`src/rtl/team_06_i2s_pkg.sv`:
```
// Shared defaults and channel encoding for the stereo I2S receiver.
package team_06_i2s_pkg;

  localparam int unsigned SAMPLE_W_DEF   = 8;
  localparam int unsigned SLOT_W_DEF     = 32;
  localparam int unsigned DIV_DEF        = 4;
  localparam int unsigned FIFO_DEPTH_DEF = 4;

  typedef enum logic {
    CH_LEFT  = 1'b0,
    CH_RIGHT = 1'b1
  } ch_e;

endpackage

```
`src/rtl/team_06_sync_fifo.sv`:
```
// Synchronous first-word-fall-through FIFO with a registered head word.
module team_06_sync_fifo #(
  parameter int unsigned W     = 9,
  parameter int unsigned DEPTH = 4
) (
  input  logic         clk,
  input  logic         rst,
  input  logic         wr_en,
  input  logic [W-1:0] wr_data,
  input  logic         rd_en,
  output logic [W-1:0] rd_data,
  output logic         full,
  output logic         empty
);

  localparam int unsigned AW = (DEPTH > 1) ? $clog2(DEPTH) : 1;
  localparam int unsigned CW = $clog2(DEPTH + 1);

  logic [W-1:0]  mem_q [DEPTH];
  logic [AW-1:0] wr_ptr_q, wr_ptr_d;
  logic [AW-1:0] rd_ptr_q, rd_ptr_d;
  logic [CW-1:0] cnt_q, cnt_d;
  logic [W-1:0]  head_q, head_d;
  logic          full_q, full_d;
  logic          empty_q, empty_d;
  logic          pop, push;

  // Pointer, occupancy and head-word next state; head holds when the FIFO drains.
  always_comb begin
    pop      = rd_en & ~empty_q;
    push     = wr_en & (~full_q | pop);
    wr_ptr_d = wr_ptr_q + AW'(push);
    rd_ptr_d = rd_ptr_q + AW'(pop);
    cnt_d    = cnt_q + CW'(push) - CW'(pop);
    head_d   = head_q;
    if (cnt_d != '0) begin
      if (push && ((cnt_q - CW'(pop)) == '0)) head_d = wr_data;
      else                                    head_d = mem_q[rd_ptr_d];
    end
    full_d  = (cnt_d == CW'(DEPTH));
    empty_d = (cnt_d == '0);
  end

  // Storage array; contents need no reset since occupancy gates every read.
  always_ff @(posedge clk) begin
    if (push) mem_q[wr_ptr_q] <= wr_data;
  end

  // Control state registers.
  always_ff @(posedge clk) begin
    if (rst) begin
      wr_ptr_q <= '0;
      rd_ptr_q <= '0;
      cnt_q    <= '0;
      head_q   <= '0;
      full_q   <= 1'b0;
      empty_q  <= 1'b1;
    end else begin
      wr_ptr_q <= wr_ptr_d;
      rd_ptr_q <= rd_ptr_d;
      cnt_q    <= cnt_d;
      head_q   <= head_d;
      full_q   <= full_d;
      empty_q  <= empty_d;
    end
  end

  assign rd_data = head_q;
  assign full    = full_q;
  assign empty   = empty_q;

endmodule

```
`src/rtl/team_06_i2s_rx_stereo.sv`:
```
// I2S stereo receiver master: generates sck/ws, captures MSB-first words into a FIFO.
module team_06_i2s_rx_stereo
  import team_06_i2s_pkg::*;
#(
  parameter int unsigned SAMPLE_W   = SAMPLE_W_DEF,
  parameter int unsigned SLOT_W     = SLOT_W_DEF,
  parameter int unsigned DIV        = DIV_DEF,
  parameter int unsigned FIFO_DEPTH = FIFO_DEPTH_DEF
) (
  input  logic                clk,
  input  logic                rst,
  input  logic                en,
  input  logic                sd_in,
  output logic                sck,
  output logic                ws,
  output logic [SAMPLE_W-1:0] sample_out,
  output logic                sample_ch,
  output logic                sample_valid,
  input  logic                sample_ready,
  output logic                overflow,
  output logic                overflow_sticky
);

  localparam int unsigned DIV_W  = (DIV > 1) ? $clog2(DIV) : 1;
  localparam int unsigned POS_W  = $clog2(SLOT_W);
  localparam int unsigned WORD_W = SAMPLE_W + 1;

  logic [DIV_W-1:0]    div_q, div_d;
  logic                sck_q, sck_d;
  ch_e                 ws_q, ws_d;
  logic [POS_W-1:0]    pos_q, pos_d;
  logic [SAMPLE_W-1:0] shift_q, shift_d;
  logic                wdone_q, wdone_d;
  logic [WORD_W-1:0]   wdata_q, wdata_d;
  logic                ovf_q, ovf_d;
  logic                sticky_q, sticky_d;
  logic                tick;
  logic                fifo_full, fifo_empty;
  logic                pop_c, drop_c;
  logic [WORD_W-1:0]   fifo_rd;

  // Bit-clock divider, slot position and shift capture.
  always_comb begin
    div_d   = div_q;
    sck_d   = sck_q;
    ws_d    = ws_q;
    pos_d   = pos_q;
    shift_d = shift_q;
    wdone_d = 1'b0;
    wdata_d = wdata_q;
    tick    = (div_q == DIV_W'(DIV - 1));
    if (!en) begin
      div_d   = '0;
      sck_d   = 1'b0;
      ws_d    = CH_LEFT;
      pos_d   = '0;
      shift_d = '0;
    end else if (!tick) begin
      div_d = div_q + DIV_W'(1);
    end else begin
      div_d = '0;
      sck_d = ~sck_q;
      if (sck_q) begin
        // Falling sck advances the slot position; wrap flips the channel.
        if (pos_q == POS_W'(SLOT_W - 1)) begin
          pos_d = '0;
          ws_d  = (ws_q == CH_LEFT) ? CH_RIGHT : CH_LEFT;
        end else begin
          pos_d = pos_q + POS_W'(1);
        end
      end else if ((pos_q != '0) && (pos_q <= POS_W'(SAMPLE_W))) begin
        // Rising sck samples data bits; position 0 carries the previous LSB.
        shift_d = SAMPLE_W'({shift_q, sd_in});
        if (pos_q == POS_W'(SAMPLE_W)) begin
          wdone_d = 1'b1;
          wdata_d = {1'(ws_q), shift_d};
        end
      end
    end
  end

  // Overflow detection mirrors the FIFO acceptance rule.
  always_comb begin
    pop_c    = sample_ready & ~fifo_empty;
    drop_c   = wdone_q & fifo_full & ~pop_c;
    ovf_d    = drop_c;
    sticky_d = en ? (sticky_q | drop_c) : 1'b0;
  end

  // State registers.
  always_ff @(posedge clk) begin
    if (rst) begin
      div_q    <= '0;
      sck_q    <= 1'b0;
      ws_q     <= CH_LEFT;
      pos_q    <= '0;
      shift_q  <= '0;
      wdone_q  <= 1'b0;
      wdata_q  <= '0;
      ovf_q    <= 1'b0;
      sticky_q <= 1'b0;
    end else begin
      div_q    <= div_d;
      sck_q    <= sck_d;
      ws_q     <= ws_d;
      pos_q    <= pos_d;
      shift_q  <= shift_d;
      wdone_q  <= wdone_d;
      wdata_q  <= wdata_d;
      ovf_q    <= ovf_d;
      sticky_q <= sticky_d;
    end
  end

  team_06_sync_fifo #(
    .W     (WORD_W),
    .DEPTH (FIFO_DEPTH)
  ) u_fifo (
    .clk     (clk),
    .rst     (rst),
    .wr_en   (wdone_q),
    .wr_data (wdata_q),
    .rd_en   (sample_ready),
    .rd_data (fifo_rd),
    .full    (fifo_full),
    .empty   (fifo_empty)
  );

  assign sck             = sck_q;
  assign ws              = ws_q;
  assign sample_out      = fifo_rd[SAMPLE_W-1:0];
  assign sample_ch       = fifo_rd[SAMPLE_W];
  assign sample_valid    = ~fifo_empty;
  assign overflow        = ovf_q;
  assign overflow_sticky = sticky_q;

endmodule

```
`config.mk`:
```
export PLATFORM = sky130hd
export DESIGN_NAME = team_06_i2s_rx_stereo
export DESIGN_NICKNAME = d
export VERILOG_FILES = /design/src/rtl/team_06_i2s_pkg.sv /design/src/rtl/team_06_sync_fifo.sv /design/src/rtl/team_06_i2s_rx_stereo.sv
export SDC_FILE = /design/constraint.sdc
export NUM_CORES = 1
export LEC_CHECK = 0
export ABC_AREA = 1
export BUFFER_PORTS_ARGS = -buffer_cell sky130_fd_sc_hd__buf_2
export CORE_MARGIN = 2
export CORE_UTILIZATION = 30
export CTS_CLUSTER_DIAMETER = 80
export DETAILED_ROUTE_END_ITERATION = 8
export SETUP_SLACK_MARGIN = 0.2
export SLEW_MARGIN = 0
export SYNTH_ARGS = -nofsm -noshare
export SYNTH_HDL_FRONTEND = slang
export SYNTH_SLANG_ARGS = --single-unit
```
`constraint.sdc`:
```
create_clock -name clk -period 2 [get_ports clk]
set_input_delay 0.3 -clock clk [delete_from_list [all_inputs] [get_ports clk]]
set_output_delay 0.3 -clock clk [all_outputs]
set_load 0.03 [all_outputs]
```
After elaboration in Yosys (flattened, before gate mapping) --
Memory sizes are Yosys's and may differ from the RTL's. Cells that the tools add are included.
Storage, ports and cells: register bits 46, RAM bits 36, input bits 5, output and inout port bits 14, word-level logic and storage cells 60, memories kept 1
Operators by class: add/subtract/negate cells 7, magnitude comparators 1, equal/unequal tests 4, muxes and demuxes 6, bitwise operators 13, reduce and logical (&&, ||, !) cells 13
Memory list:
- u_fifo.mem_q | words 4, bits a word 9, rd ports 1, clocked after memory_dff 0, write ports 1, line team_06_sync_fifo.sv:19 | logic [W-1:0] mem_q [DEPTH];
Operator list (count):
- two-way mux 9 bit | 1
- NOT 1 bit | 7
- logical NOT 3 bit | 2
- AND reduction 3 bit | 2
- subtractor 3 x 1 -> 3 bit | 2
- adder 5 x 1 -> 5 bit, second input constant | 1
- == test 5 x 4 -> 1 bit, second input constant | 1
- == test 5 bit, second input constant | 1
- <= comparator 5 x 4 -> 1 bit, second input constant | 1
- two-way mux 5 bit | 1
- AND reduction 5 bit | 1
- nonzero test 5 bit | 1
- OR reduction 5 bit | 1
- adder 2 x 1 -> 2 bit | 2
- bitwise AND 1 bit | 4
- two-way mux 1 bit | 4
- adder 3 x 1 -> 3 bit | 1
- == test 3 bit, second input constant | 1
- nonzero test 3 bit | 1
- OR reduction 3 bit | 1
- adder 2 x 1 -> 2 bit, second input constant | 1
- == test 2 bit, second input constant | 1
- logical AND 1 bit | 2
- bitwise OR 1 bit | 2
- other kinds (2) | 2

Longest topological paths before layout --
Gate-level depths: netlist of the first run.
word-level depth 7, gate-level depth with buffers 16, depth with buffers taken out 15

Cells and area by module --
A second synthesis of the first run with hierarchy kept.
Unflattened totals: cell total of the unflattened synthesis 454, area, all modules 3746.1 um^2
By module, submodules not included:
- team_06_sync_fifo | instances 1, cells each 286, area an instance 2526.2 um^2, sequential area each 1441.4 um^2
- team_06_i2s_rx_stereo | instances 1, cells each 168, area an instance 1219.9 um^2, sequential area each 560.5 um^2

Worst setup path after synthesis of the first run --
No wires, ideal clock.
kind register to register, from register u_fifo.empty_q, in the netlist u_fifo.empty, to register u_fifo.head_q[0], in the netlist u_fifo.rd_data[0], library setup time 0.113 ns, arrival 2.054 ns, data required time 1.887 ns, path slack -0.168 ns, cell stages (with the launch flop) 17, path buffers 1, clock period less this slack 2.168 ns, cell sequence dfxtp_1 > inv_2 > nand2_4 > nand2_1 > nand2_1 > buf_4 > inv_1 > ha_1 > inv_1 > fa_1 > inv_1 > nor2_1 > nand3_2 > nand2_2 > inv_4 > nand3_1 > nand2_1
On the way: longest elaborated chain between the ends 7, elaborated cells on any way between the ends 13, those cells by class add/sub (4); mux (1); bitwise (4); reduce/logical (3); memory (1)
RTL lines:
- start, declared | line team_06_sync_fifo.sv:25 | logic empty_q, empty_d;
- start signal, assigned | line team_06_sync_fifo.sv:64 | empty_q <= empty_d;
- NOT 1 bit *
- net sample_valid | line team_06_i2s_rx_stereo.sv:18 | output logic sample_valid,
- bitwise AND 1 bit * | line team_06_sync_fifo.sv:30 | pop = rd_en & ~empty_q;
- bitwise OR 1 bit | line team_06_sync_fifo.sv:31 | push = wr_en & (~full_q | pop);
- bitwise AND 1 bit | line team_06_sync_fifo.sv:31
- adder 3 x 1 -> 3 bit | line team_06_sync_fifo.sv:34 | cnt_d = cnt_q + CW'(push) - CW'(pop);
- subtractor 3 x 1 -> 3 bit | line team_06_sync_fifo.sv:34
- nonzero test 3 bit | line team_06_sync_fifo.sv:36 | if (cnt_d != '0) begin
- end signal, assigned | line team_06_sync_fifo.sv:55 | head_q <= '0;
- end signal, assigned | line team_06_sync_fifo.sv:62 | head_q <= head_d;
- end, declared | line team_06_sync_fifo.sv:23 | logic [W-1:0] head_q, head_d;
The timed path passes the listed nets; every way through them passes the cells marked *. A chain may end at the register's enable or synchronous reset.

Final worst setup path of the first run --
from register u_fifo.empty_q, in the netlist u_fifo.empty, to register u_fifo.head_q[5], in the netlist u_fifo.rd_data[5]
On the way: longest elaborated chain between the ends 7, elaborated cells on any way between the ends 13, those cells by class add/sub (4); mux (1); bitwise (4); reduce/logical (3); memory (1)
RTL lines (line):
- NOT 1 bit * | team_06_sync_fifo.sv:30
- bitwise AND 1 bit * | team_06_sync_fifo.sv:30
- bitwise OR 1 bit | team_06_sync_fifo.sv:31
- bitwise AND 1 bit | team_06_sync_fifo.sv:31
- adder 3 x 1 -> 3 bit | team_06_sync_fifo.sv:34
- subtractor 3 x 1 -> 3 bit | team_06_sync_fifo.sv:34
- nonzero test 3 bit | team_06_sync_fifo.sv:36
Mark *: on every way between the ends. The rest lies on a longest branch, timed or not.

==> summary.md, run 1 <==
| Metric | Value |
|---|---|
| Cells after Synth | `373` |
| P_int | `3.338 mW` |
| Most frequent cells after synthesis | `nand2_1 (73), nor2_1 (51), dfxtp_1 (46)` |
| Worst Max-Slew Pin Slew | `around 0.41 ns` |
| Die W | `111.7 um` |
| Layout Nets | `426` |
| Setup CP Type | `reg2reg` |
| Worst setup EP type | `flip-flop` |
| Layout Skew | `0.003064 ns` |
| Synthesis-stage register bit count | `between 80 and 90` |
| Register area share after synthesis | `between 50% and 60%` |
| CP Launch Type | `flip-flop` |
| # DRC | `0` |
| Peak Freq | `499.3 MHz` |
| Metal3 WL | `296 um` |
| Initial Util | `30.58%` |
| RSZ-0062 raised after global routing | `true` |
| Critical path, cell by cell | `inv_4 -> nand2_4 -> a21boi_4 -> ha_4 -> inv_2 -> fa_1 -> inv_2 -> nor2_4 -> nand3_4 -> nand2_4 -> inv_6 -> nand3_1 -> nand2_1` |
| Net Sw Frac | `34.23%` |
| Global-route usage over all layers | `11.92%` |
| Placed cell area | `about 3800 um^2` |
| HP Start | `sd_in` |
| Post-DP HPWL | `about 5000 um` |
| Hold-critical path depth | `3` |
| Synth top area cells | `edfxtp_1 (31%), dfxtp_1 (26%), nand2_1 (7.9%)` |
| Leakage | `1.715 nW` |
| Status | `complete, but fails checks` |
| Area grow syn2layout | `20.80%` |
| DIE HEIGHT | `111.7 um` |
| CP peak stage delay | `0.53 ns` |
| VDD IR max | `0.5793 mV` |
| Most common cell in the netlist | `nand2_1` |
| Setup TNS | `-0.007029 ns` |
| Yosys cell types | `32` |
| Layout cells sized above 1 | `23.02%` |
| Clock Sinks | `82` |
| Vias in the first global route | `2458` |
| Sw power | `1.737 mW` |
| Total of max-cap violations | `0` |
| Final ANT Viol Nets | `0` |
| Final instance area | `4200 um^2` |
| Hold-fix buffers, CTS | `0` |
| Fin. Hold Viols | `0` |
| Number of synthesized flops with an enable pin | `36` |
| Final setup fails | `4` |
| Global-route wire length before repair | `11710 um` |
| Port buffer count | `18` |
| Fin crit period | `2.003 ns` |
| Place WS | `-0.09093 ns` |
| Drt pass-1 iters | `4` |
| Syn_area_per_cell | `9.322 um^2` |
| Crit Path Max Fanout | `9` |
| Area leader, netlist | `edfxtp_1` |
| Worst skew pair latency | `0.34 ns` |
| Mapped Nets | `approximately 390` |
| Fin cells | `560` |
| Reg2reg start | `u_fifo.empty$_SDFF_PP1_` |
| DR vias | `around 2500` |
| Critical path required time | `2.23 ns` |
| Initial DRC count | `95` |
| Critical path's slowest cell | `fa_1` |
| Worst Hold Endpoint | `shift_q[0]$_SDFFE_PP0P_` |
| Total number of yosys warnings | `0` |
| Critical path arrival | `about 2.2 ns` |
| Reg-to-Reg End | `u_fifo.rd_data[5]$_SDFFE_PP0P_` |
| Setup ws final | `-0.002963 ns` |
| Ant. Diodes | `0` |
| PwrDens | `1208 nW/um^2` |
| Worst Hold Class | `in2reg` |
| Failing checks | `setup timing` |
| Clk pwr share | `33.5%` |
| CTS tree | `yes` |
| DIE AREA | `12470 um^2` |
| CTS H-tree depth | `3` |
| Congestion Overflow GR | `0` |
| Sequential share of power | `38.2%` |
| Top_reg_cell synth | `dfxtp_1` |
| Placed Cells | `between 500 and 600` |
| Synth async-reset ratio | `0%` |
| Ports | `19` |
| Met2 wire length | `between 3000 and 4000 um` |
| Routed wire per std cell | `around 13 um` |
| Max-slew headroom | `72.35%` |
| R2R Setup Slk | `-0.003 ns` |
| Max Used Layer | `met4` |
| Slew Limit Fails | `0` |
| Clock transition at path regs | `0.06 ns` |
| WL met1 | `about 3000 um` |
| Comb power frac | `28.3%` |
| Area share of the largest cell type after synthesis | `just over 30%` |
| Worst reg-to-reg path cell count | `13` |
| # rows | `39` |
| Final Cycle Share | `100.1%` |
| Mapped Area | `3477 um^2` |
| Final wirelength | `roughly 7000 um` |
| Via count normalized by instance count | `about 4.4` |
| Largest net degree at the start of global routing | `20` |
| CTS Buf Count | `9` |
| Initial antenna violation count | `0` |
| CTS root buf | `clkbuf_16` |
| Placer's final routability congestion estimate | `a little over 0.8` |
| Clock Path Buffers | `2` |
| Core Footprint | `11370 um^2` |
layout by cell type, fill, tap and decap left out, drive strengths merged:
master	netlist	routed
a21boi	1	1
a21oi	15	15
and2	1	1
buf	5	33
bufinv	0	1
clkbuf	1	9
clkinv	0	1
clkinvlp	0	1
dfxtp	46	46
edfxtp	36	36
fa	1	1
ha	8	8
inv	43	47
nand2	80	80
nand3	26	26
nand3b	1	1
nor2	64	65
nor3	7	7
nor3b	1	1
nor4	2	2
o21ai	34	34
xnor2	1	1
per-stage QoR:
stage / total power [mW] / util (%) / hold slack [ns]
final: 5.075 / 36.94 / 0.2381
after global placement: 3.254 / 33.58 / 0.4134
after CTS: 5.097 / 36.74 / 0.2316
after detailed placement: 3.289 / 33.58 / 0.4269
after global routing: 5.325 / 36.94 / 0.2702
after floorplan: 2.976 / - / 0.4043
state kept, by name (all words and copies together), names as in the netlist, 2 cells and up:
| signal | flops |
|---|---|
| div_q | 2 |
| pos_q | 5 |
| shift_q | 7 |
| u_fifo.cnt_q | 3 |
| u_fifo.mem_q | 36 |
| u_fifo.rd_data | 9 |
| u_fifo.rd_ptr_q | 2 |
| u_fifo.wr_ptr_q | 2 |
| wdata_q | 9 |
how the worst max path moves through the flow:
stage	startpoint	end	slack, ns	cells past startpoint
3_3_place_gp	sample_ready	u_fifo.rd_data[6]$_SDFFE_PP0P_	0.005	13
3_5_place_dp	sample_ready	u_fifo.rd_data[7]$_SDFFE_PP0P_	-0.09	12
6_report	u_fifo.empty$_SDFF_PP1_	u_fifo.rd_data[5]$_SDFFE_PP0P_	-0.003	13
5_1_grt	u_fifo.empty$_SDFF_PP1_	u_fifo.rd_data[4]$_SDFFE_PP0P_	-0.12	13
4_1_cts	u_fifo.empty$_SDFF_PP1_	u_fifo.rd_data[5]$_SDFFE_PP0P_	0.0009	13
2_1_floorplan	u_fifo.empty$_SDFF_PP1_	u_fifo.rd_data[0]$_SDFFE_PP0P_	-0.06	16
cell families after synthesis:
| family | share of synthesized area [%] |
|---|---|
| xor gates and xnor gates | 0.2519 |
| AOI/OAI and AO/OA | 7.485 |
| buffers and inverters | 6.801 |
| and+or+nand+nor | 24.43 |
| adders and majority gates | 3.455 |
| DFF | 57.57 |
layout make-up:
type / instances / area (um^2)
well taps: 143 / 178.9
repair buffers: 33 / 215.2
clock buffers: 9 / 225.2
clock inverters: 7 / 83.83
inverters: 43 / 176.4
fillers: 1142 / 7169
multi-input cells: 243 / 1318
flip-flops and latches: 82 / 2003
worst max-delay path, delay by kind of cell (launching register included):
family | cells | cell delay, ns
AO/OA/AOI/OAI | 1 | 0.18
flip-flops | 1 | 0.33
adder cells (fa/ha/maj) | 2 | 0.68
AND/OR/NAND/NOR | 6 | 0.50
buffers and inverters | 4 | 0.22
timing repair:
action	in CTS	in global routing
gates cloned	1	0
setup buffers	1	2
endpoints found under the hold margin	0	0
setup endpoints to repair	11	11
pin swaps	0	3
resized for setup	9	2
metal layers:
metal / vias to the layer above / GRT usage, %
met4: 0 / 4.691
met2: 34 / 21.58
met5: - / 0
met1: 1147 / 13.41
li1: 1297 / -
met3: 10 / 2.994
power groups by stage:
stage	Sequential [mW]	Combinational, mW	Clock [mW]
after floorplan	2.08	0.894	0
after global placement	1.98	1.28	0
after detailed placement	1.98	1.31	0
after CTS	1.94	1.43	1.73
after global routing	1.95	1.58	1.80
final	1.94	1.44	1.70
Power figures use the tool's default switching activity.
==> run 2: changes to the inputs <==
--- a/config.mk
+++ b/config.mk
@@ -11,6 +11,7 @@
 export CORE_UTILIZATION = 30
 export CTS_CLUSTER_DIAMETER = 80
 export DETAILED_ROUTE_END_ITERATION = 8
+export PLACE_DENSITY = 0.51
 export SETUP_SLACK_MARGIN = 0.2
 export SLEW_MARGIN = 0
 export SYNTH_ARGS = -nofsm -noshare
==> constraint.sdc (replaced) <==
create_clock -name clk -period 2.05 [get_ports clk]
set_input_delay 0.3075 -clock clk [delete_from_list [all_inputs] [get_ports clk]]
set_output_delay 0.3075 -clock clk [all_outputs]
set_load 0.03 [all_outputs]
==> run 2 against run 1 <==
  * The run now ends clean
  * Largest power group unchanged
  * Sequential share of layout area is 0.90 points higher
  * Clock skew up 0.0031 ns
  * Final cell count decreased by 0.36%
  * Global-route usage about the same
==> summary.md, run 2 (synthesis results as in run 1) <==
| Metric | Value |
|---|---|
| Leakage | `1.682 nW (-1.9%)` |
| Worst Max-Slew Pin Slew | `0.4150 ns (+0.001248 ns)` |
| Peak Freq | `500.5 MHz (+0.25%)` |
| Ports | `19 (unchanged)` |
| Layout cells sized above 1 | `20.96% (-2.1 points)` |
| Port buffer count | `18 (unchanged)` |
| Worst path buffer plus inverter count | `3 (-1)` |
| Multi-input logic area | `1276 um^2 (-3.1%)` |
| Initial Util | `30.58% (unchanged)` |
| VDD IR max | `0.4135 mV (-29%)` |
| CTS H-tree depth | `3 (unchanged)` |
| Slew Limit Fails | `0 (unchanged)` |
| Area grow syn2layout | `18.57%` |
| Via count normalized by instance count | `4.335 (-2.4%)` |
| # DRC | `0 (unchanged)` |
| Congestion Overflow GR | `0 (unchanged)` |
| Setup CP Type | `reg2reg` |
| Status | `complete, no violations` |
| Clock transition at path regs | `0.06 ns (about the same)` |
| Fin. Hold Viols | `0 (unchanged)` |
| Largest delay share family, worst path | `simple AND/OR/NAND/NOR gates` |
| Initial antenna violation count | `0 (unchanged)` |
| Crit Path Max Fanout | `9 (unchanged)` |
| Clock Path Buffers | `2 (unchanged)` |
| CP Launch Type | `flip-flop` |
| Total power | `4.641 mW (-8.5%)` |
| Placed cell area | `3795 um^2 (-0.59%)` |
| CTS Buf Count | `9 (unchanged)` |
| Final ANT Viol Nets | `0 (unchanged)` |
| Core Footprint | `11370 um^2 (unchanged)` |
| R2R Setup Slk | `0.05 ns (+0.05 ns)` |
| PwrDens | `1126 nW/um^2 (-6.8%)` |
| DIE HEIGHT | `111.7 um (unchanged)` |
| Final Cycle Share | `97.47% (-2.7 points)` |
| Critical path's slowest cell | `fa_1` |
| Vias in the first global route | `2396 (-2.5%)` |
| Critical path, cell by cell | `inv_4 -> nand2_4 -> a21boi_4 -> ha_4 -> inv_2 -> fa_1 -> inv_1 -> nor2_1 -> nand3_2 -> nor2_4 -> nand2_1 -> nand2_1` |
| Final setup fails | `0 (-4)` |
| FF/Latch Area | `2003 um^2 (unchanged)` |
| Worst skew pair latency | `0.33 ns (about the same)` |
| Initial DRC count | `62 (-35%)` |
| Most frequent cells in the layout | `nand2_1 (71), nor2_1 (50), dfxtp_1 (45), edfxtp_1 (36), inv_1 (34)` |
| CP peak stage delay | `0.49 ns (-0.04 ns)` |
| Post-DP HPWL | `4770 um (-4.6%)` |
| Final wirelength | `6855 um (-3.6%)` |
| Final core occ | `36.26% (-0.68 points)` |
| Worst setup EP type | `flip-flop` |
| CTS root buf | `clkbuf_16` |
| Filler instances | `1147 (+0.44%)` |
| CTS tree | `yes` |
| Total of max-cap violations | `0 (unchanged)` |
| Largest net degree at the start of global routing | `20 (unchanged)` |
| Final instance area | `4123 um^2 (-1.8%)` |
| Clock Sinks | `82 (unchanged)` |
| Drt pass-1 iters | `4 (unchanged)` |
| Crit path top cell by count | `nand2_1` |
| Layout Skew | `0.006187 ns (+0.003123 ns)` |
| Routed wire per std cell | `12.28 um (-3.2%)` |
| Critical path arrival | `2.27 ns (+0.03 ns)` |
| Critical path required time | `2.33 ns (+0.10 ns)` |
| Global-route wire length before repair | `11630 um (-0.71%)` |
| Max FFs per register | `36 (unchanged)` |
| Layout Nets | `424 (-0.47%)` |
| Die W | `111.7 um (unchanged)` |
| Register with the most flip-flops | `u_fifo.mem_q` |
| # rows | `39 (unchanged)` |
| Max-slew headroom | `72.27% (-0.083 points)` |
| Ant. Diodes | `0 (unchanged)` |
| Commonest non-fill, non-tap cell in the layout | `nand2_1` |
| Placer's final routability congestion estimate | `0.8204 (+1.5%)` |
| Fin crit period | `1.998 ns (-0.004914 ns)` |
| DIE AREA | `12470 um^2 (unchanged)` |
| Worst Hold Class | `in2reg` |
| RSZ-0062 raised after global routing | `true` |
| Global-route usage over all layers | `11.90% (-0.024 points)` |
| DR vias | `2419 (-2.8%)` |
-- run 2: path summary, 6_finish.rpt --
kind | from | end | depth (start not counted)
min | sd_in | shift_q[0]$_SDFFE_PP0P_ | 3
min reg2reg | div_q[0]$_SDFF_PP0_ | div_q[0]$_SDFF_PP0_ | 1
max | u_fifo.empty$_SDFF_PP1_ | u_fifo.rd_data[7]$_SDFFE_PP0P_ | 12
max reg2reg | u_fifo.empty$_SDFF_PP1_ | u_fifo.rd_data[7]$_SDFFE_PP0P_ | 12
-- run 2: area by class of cell --
cell class	count	share of cell area, %
clock inverter	5	0.9408
multi-input combinational	242	30.96
sequential	82	48.59
tap	143	4.340
clock buffer	11	5.645
inverter	43	4.219
timing repair buffer	32	5.311
-- run 2: worst min-delay path, delay by kind of cell --
family / cells / cell delay (ns)
AO/OA/AOI/OAI: 1 / 0.07
buffers and inverters: 1 / 0.09
AND/OR/NAND/NOR: 1 / 0.07
-- run 2: per-stage QoR --
| stage | std cells | hold WS, ns | setup TNS, ns | setup WS (ns) |
|---|---|---|---|---|
| final | 558 | 0.2431 | 0 | 0.05195 |
| after global routing | 558 | 0.2811 | -0.4957 | -0.08303 |
| after CTS | 558 | 0.2413 | 0 | 0.02533 |
| after detailed placement | 537 | 0.4281 | 0 | 0.001232 |
| after global placement | 537 | 0.4121 | 0 | 0.01307 |
| after floorplan | 373 | 0.4043 | -0.08530 | -0.01066 |
-- run 2: repair_timing --
action	CTS	global route
gates cloned	0	0
gates resized for setup	5	0
pin swaps	1	5
hold buffers	0	0
buffers inserted	5	0
setup endpoints to repair	10	11
-- run 2: layer usage --
metal | share of wire (%) | global-route usage, %
met1 | 46 | 14.20
met2 | 49 | 20.61
met3 | 1.9 | 1.796
met4 | 3.1 | 6.420
met5 | 0 | 0
-- run 2: power breakdown --
part / internal, mW / switching (mW)
clock network: 0.827 / 0.633
logic: 0.454 / 0.834
registers: 1.81 / 0.0870
total: 3.09 / 1.55
==> run 3: changes to the inputs <==
==> constraint.sdc (replaced) <==
create_clock -name clk -period 1.9 [get_ports clk]
set_input_delay 0.285 -clock clk [delete_from_list [all_inputs] [get_ports clk]]
set_output_delay 0.285 -clock clk [all_outputs]
set_load 0.03 [all_outputs]
==> run 3 against run 2 <==
  * The flow now finishes with violations (setup timing)
  * Non-clock buffer count up 6
  * Worst hold slack worse by 0.021 ns
  * Sequential power up 8%
  * Die area unchanged
  * Via count up 2.9%
==> summary.md, run 3 (synthesis results as in run 1) <==
| Metric | Value |
|---|---|
| Status | `complete, but fails checks` |
| Failing checks | `setup timing` |
| WL met1 | `3184 um (+1.2%)` |
| Final ANT Viol Nets | `0 (unchanged)` |
| Setup ws final | `-0.1440 ns (-0.1959 ns)` |
| Max FFs per register | `36 (unchanged)` |
| CP Launch Type | `flip-flop` |
| Slew Limit Fails | `0 (unchanged)` |
| Global-route wire length before repair | `11900 um (+2.4%)` |
| Placed cell area | `3867 um^2 (+1.9%)` |
| Max Used Layer | `met4` |
| Fin. Hold Viols | `0 (unchanged)` |
| Worst Max-Slew Pin Slew | `0.3720 ns (-0.04294 ns)` |
| Max-slew headroom | `75.20% (+2.9 points)` |
| Most frequent cells in the layout | `nand2_1 (71), nor2_1 (51), dfxtp_1 (45), edfxtp_1 (36), inv_1 (34)` |
| PwrDens | `1233 nW/um^2 (+9.5%)` |
| Port buffer count | `18 (unchanged)` |
| Clock Sinks | `82 (unchanged)` |
| Peak Freq | `489.2 MHz (-2.2%)` |
| Initial antenna violation count | `0 (unchanged)` |
| Metal3 WL | `188 um (+46%)` |
| CP peak stage delay | `0.49 ns (about the same)` |
| Final wirelength | `7047 um (+2.8%)` |
| CTS tree | `yes` |
| Setup CP Type | `reg2reg` |
| Final instance area | `4204 um^2 (+2.0%)` |
| Via count normalized by instance count | `4.407 (+1.7%)` |
| Total of max-cap violations | `0 (unchanged)` |
| Commonest non-fill, non-tap cell in the layout | `nand2_1` |
| Hold-fix buffers, CTS | `0 (unchanged)` |
| Placed Cells | `544 (+1.3%)` |
| Ports | `19 (unchanged)` |
| Clock transition at path regs | `0.06 ns (about the same)` |
| Critical path's slowest cell | `fa_1` |
| DR vias | `2490 (+2.9%)` |
| CTS root buf | `clkbuf_16` |
| Filler instances | `1166 (+1.7%)` |
| # rows | `39 (unchanged)` |
| Layout Nets | `431 (+1.7%)` |
| Leakage | `1.723 nW (+2.4%)` |
| Layout cells sized above 1 | `23.93% (+3.0 points)` |
| Critical path, cell by cell | `inv_4 -> nand2_4 -> a21boi_4 -> ha_4 -> inv_2 -> fa_1 -> inv_1 -> nor2_1 -> nand3_2 -> nand2_2 -> inv_4 -> nand3_1 -> nand2_1` |
| Met2 wire length | `3588 um (+6.6%)` |
| Crit path top cell by count | `inv_4` |
| Crit Path Max Fanout | `9 (unchanged)` |
| CTS H-tree depth | `3 (unchanged)` |
| Die W | `111.7 um (unchanged)` |
| Fin crit period | `2.044 ns (+0.04595 ns)` |
| Drt pass-1 iters | `4 (unchanged)` |
| Register with the most flip-flops | `u_fifo.mem_q` |
| Final Cycle Share | `107.6% (+10 points)` |
| Vias in the first global route | `2491 (+4.0%)` |
| Hold slack | `0.2225 ns (-0.02057 ns)` |
| Critical path arrival | `2.28 ns (about the same)` |
| Worst setup EP type | `flip-flop` |
| Critical path required time | `2.13 ns (-0.20 ns)` |
| Area grow syn2layout | `20.91%` |
| Layout Skew | `0.003610 ns (-0.002578 ns)` |
| Fin cells | `565 (+1.3%)` |
| Placer's final routability congestion estimate | `0.7135 (-13%)` |
| CTS Buf Count | `9 (unchanged)` |
| Setup TNS | `-1.247 ns (-1.247 ns)` |
| Ant. Diodes | `0 (unchanged)` |
| Post-DP HPWL | `5024 um (+5.3%)` |
| Global-route usage over all layers | `12.01% (+0.11 points)` |
| Final setup fails | `10 (+10)` |
| Initial DRC count | `129 (+110%)` |
| Final core occ | `36.98% (+0.72 points)` |
| Congestion Overflow GR | `0 (unchanged)` |
| Worst Hold Class | `in2reg` |
| # DRC | `0 (unchanged)` |
| Routed wire per std cell | `12.47 um (+1.5%)` |
| DIE AREA | `12470 um^2 (unchanged)` |
| Initial Util | `30.58% (unchanged)` |
| Clock Path Buffers | `2 (unchanged)` |
| Core Footprint | `11370 um^2 (unchanged)` |
| RSZ-0062 raised after global routing | `true` |
| Worst skew pair latency | `0.33 ns (about the same)` |
| VDD IR max | `0.4836 mV (+17%)` |
| Largest net degree at the start of global routing | `20 (unchanged)` |
| DIE HEIGHT | `111.7 um (unchanged)` |
[run 3: cell type report]
cell class              count  area, um^2  area share [%]
clock buffers              10       229.0           5.446
clock inverters             6       50.05           1.190
inverters                  43       173.9           4.137
multi-input cells         243        1309           31.13
flip-flops and latches     82        2003           47.65
well taps                 143       178.9           4.256
repair buffers             38       260.3           6.190
[run 3: routing by layer]
metal	vias to the layer above	GRT usage [%]
li1	1307	-
met4	0	3.868
met3	12	3.157
met1	1147	14.86
met2	24	20.48
met5	-	0
[run 3: report_power, final]
| part | switching (mW) | internal (mW) | leakage [nW] |
|---|---|---|---|
| sequential | 0.0914 | 1.95 | 0.707 |
| combinational | 0.958 | 0.548 | 0.884 |
| clock | 0.735 | 0.903 | 0.132 |
| total | 1.78 | 3.40 | 1.72 |
[run 3: critical path, delay by kind of cell, from the launching register on]
kind            cells  cell delay (ns)
compound gates      1             0.17
fa+ha+maj           2             0.64
buf+inv             4             0.22
flops               1             0.32
simple gates        6             0.58
[run 3: timing repair]
| item | in CTS | in global routing |
|---|---|---|
| buffers inserted | 3 | 1 |
| gates resized for setup | 3 | 2 |
| gates cloned | 0 | 1 |
| pin swaps | 2 | 1 |
| setup endpoints to repair | 11 | 12 |
[run 3: per-stage QoR]
step                setup slack (ns)  power [mW]
floorplan                    -0.1606       3.131
detailed placement           -0.1250       3.490
finish                       -0.1440       5.183
global placement            -0.09088       3.470
global route                 -0.2466       5.491
CTS                         -0.08601       5.178
[run 3: final timing paths]
check | cells past startpoint | to | slack, ns | from
setup reg to reg | 13 | u_fifo.rd_data[4]$_SDFFE_PP0P_ | -0.14 | u_fifo.empty$_SDFF_PP1_
hold / removal | 3 | shift_q[0]$_SDFFE_PP0P_ | 0.22 | sd_in
setup / recovery | 13 | u_fifo.rd_data[4]$_SDFFE_PP0P_ | -0.14 | u_fifo.empty$_SDFF_PP1_
hold reg to reg | 1 | div_q[0]$_SDFF_PP0_ | 0.43 | div_q[0]$_SDFF_PP0_
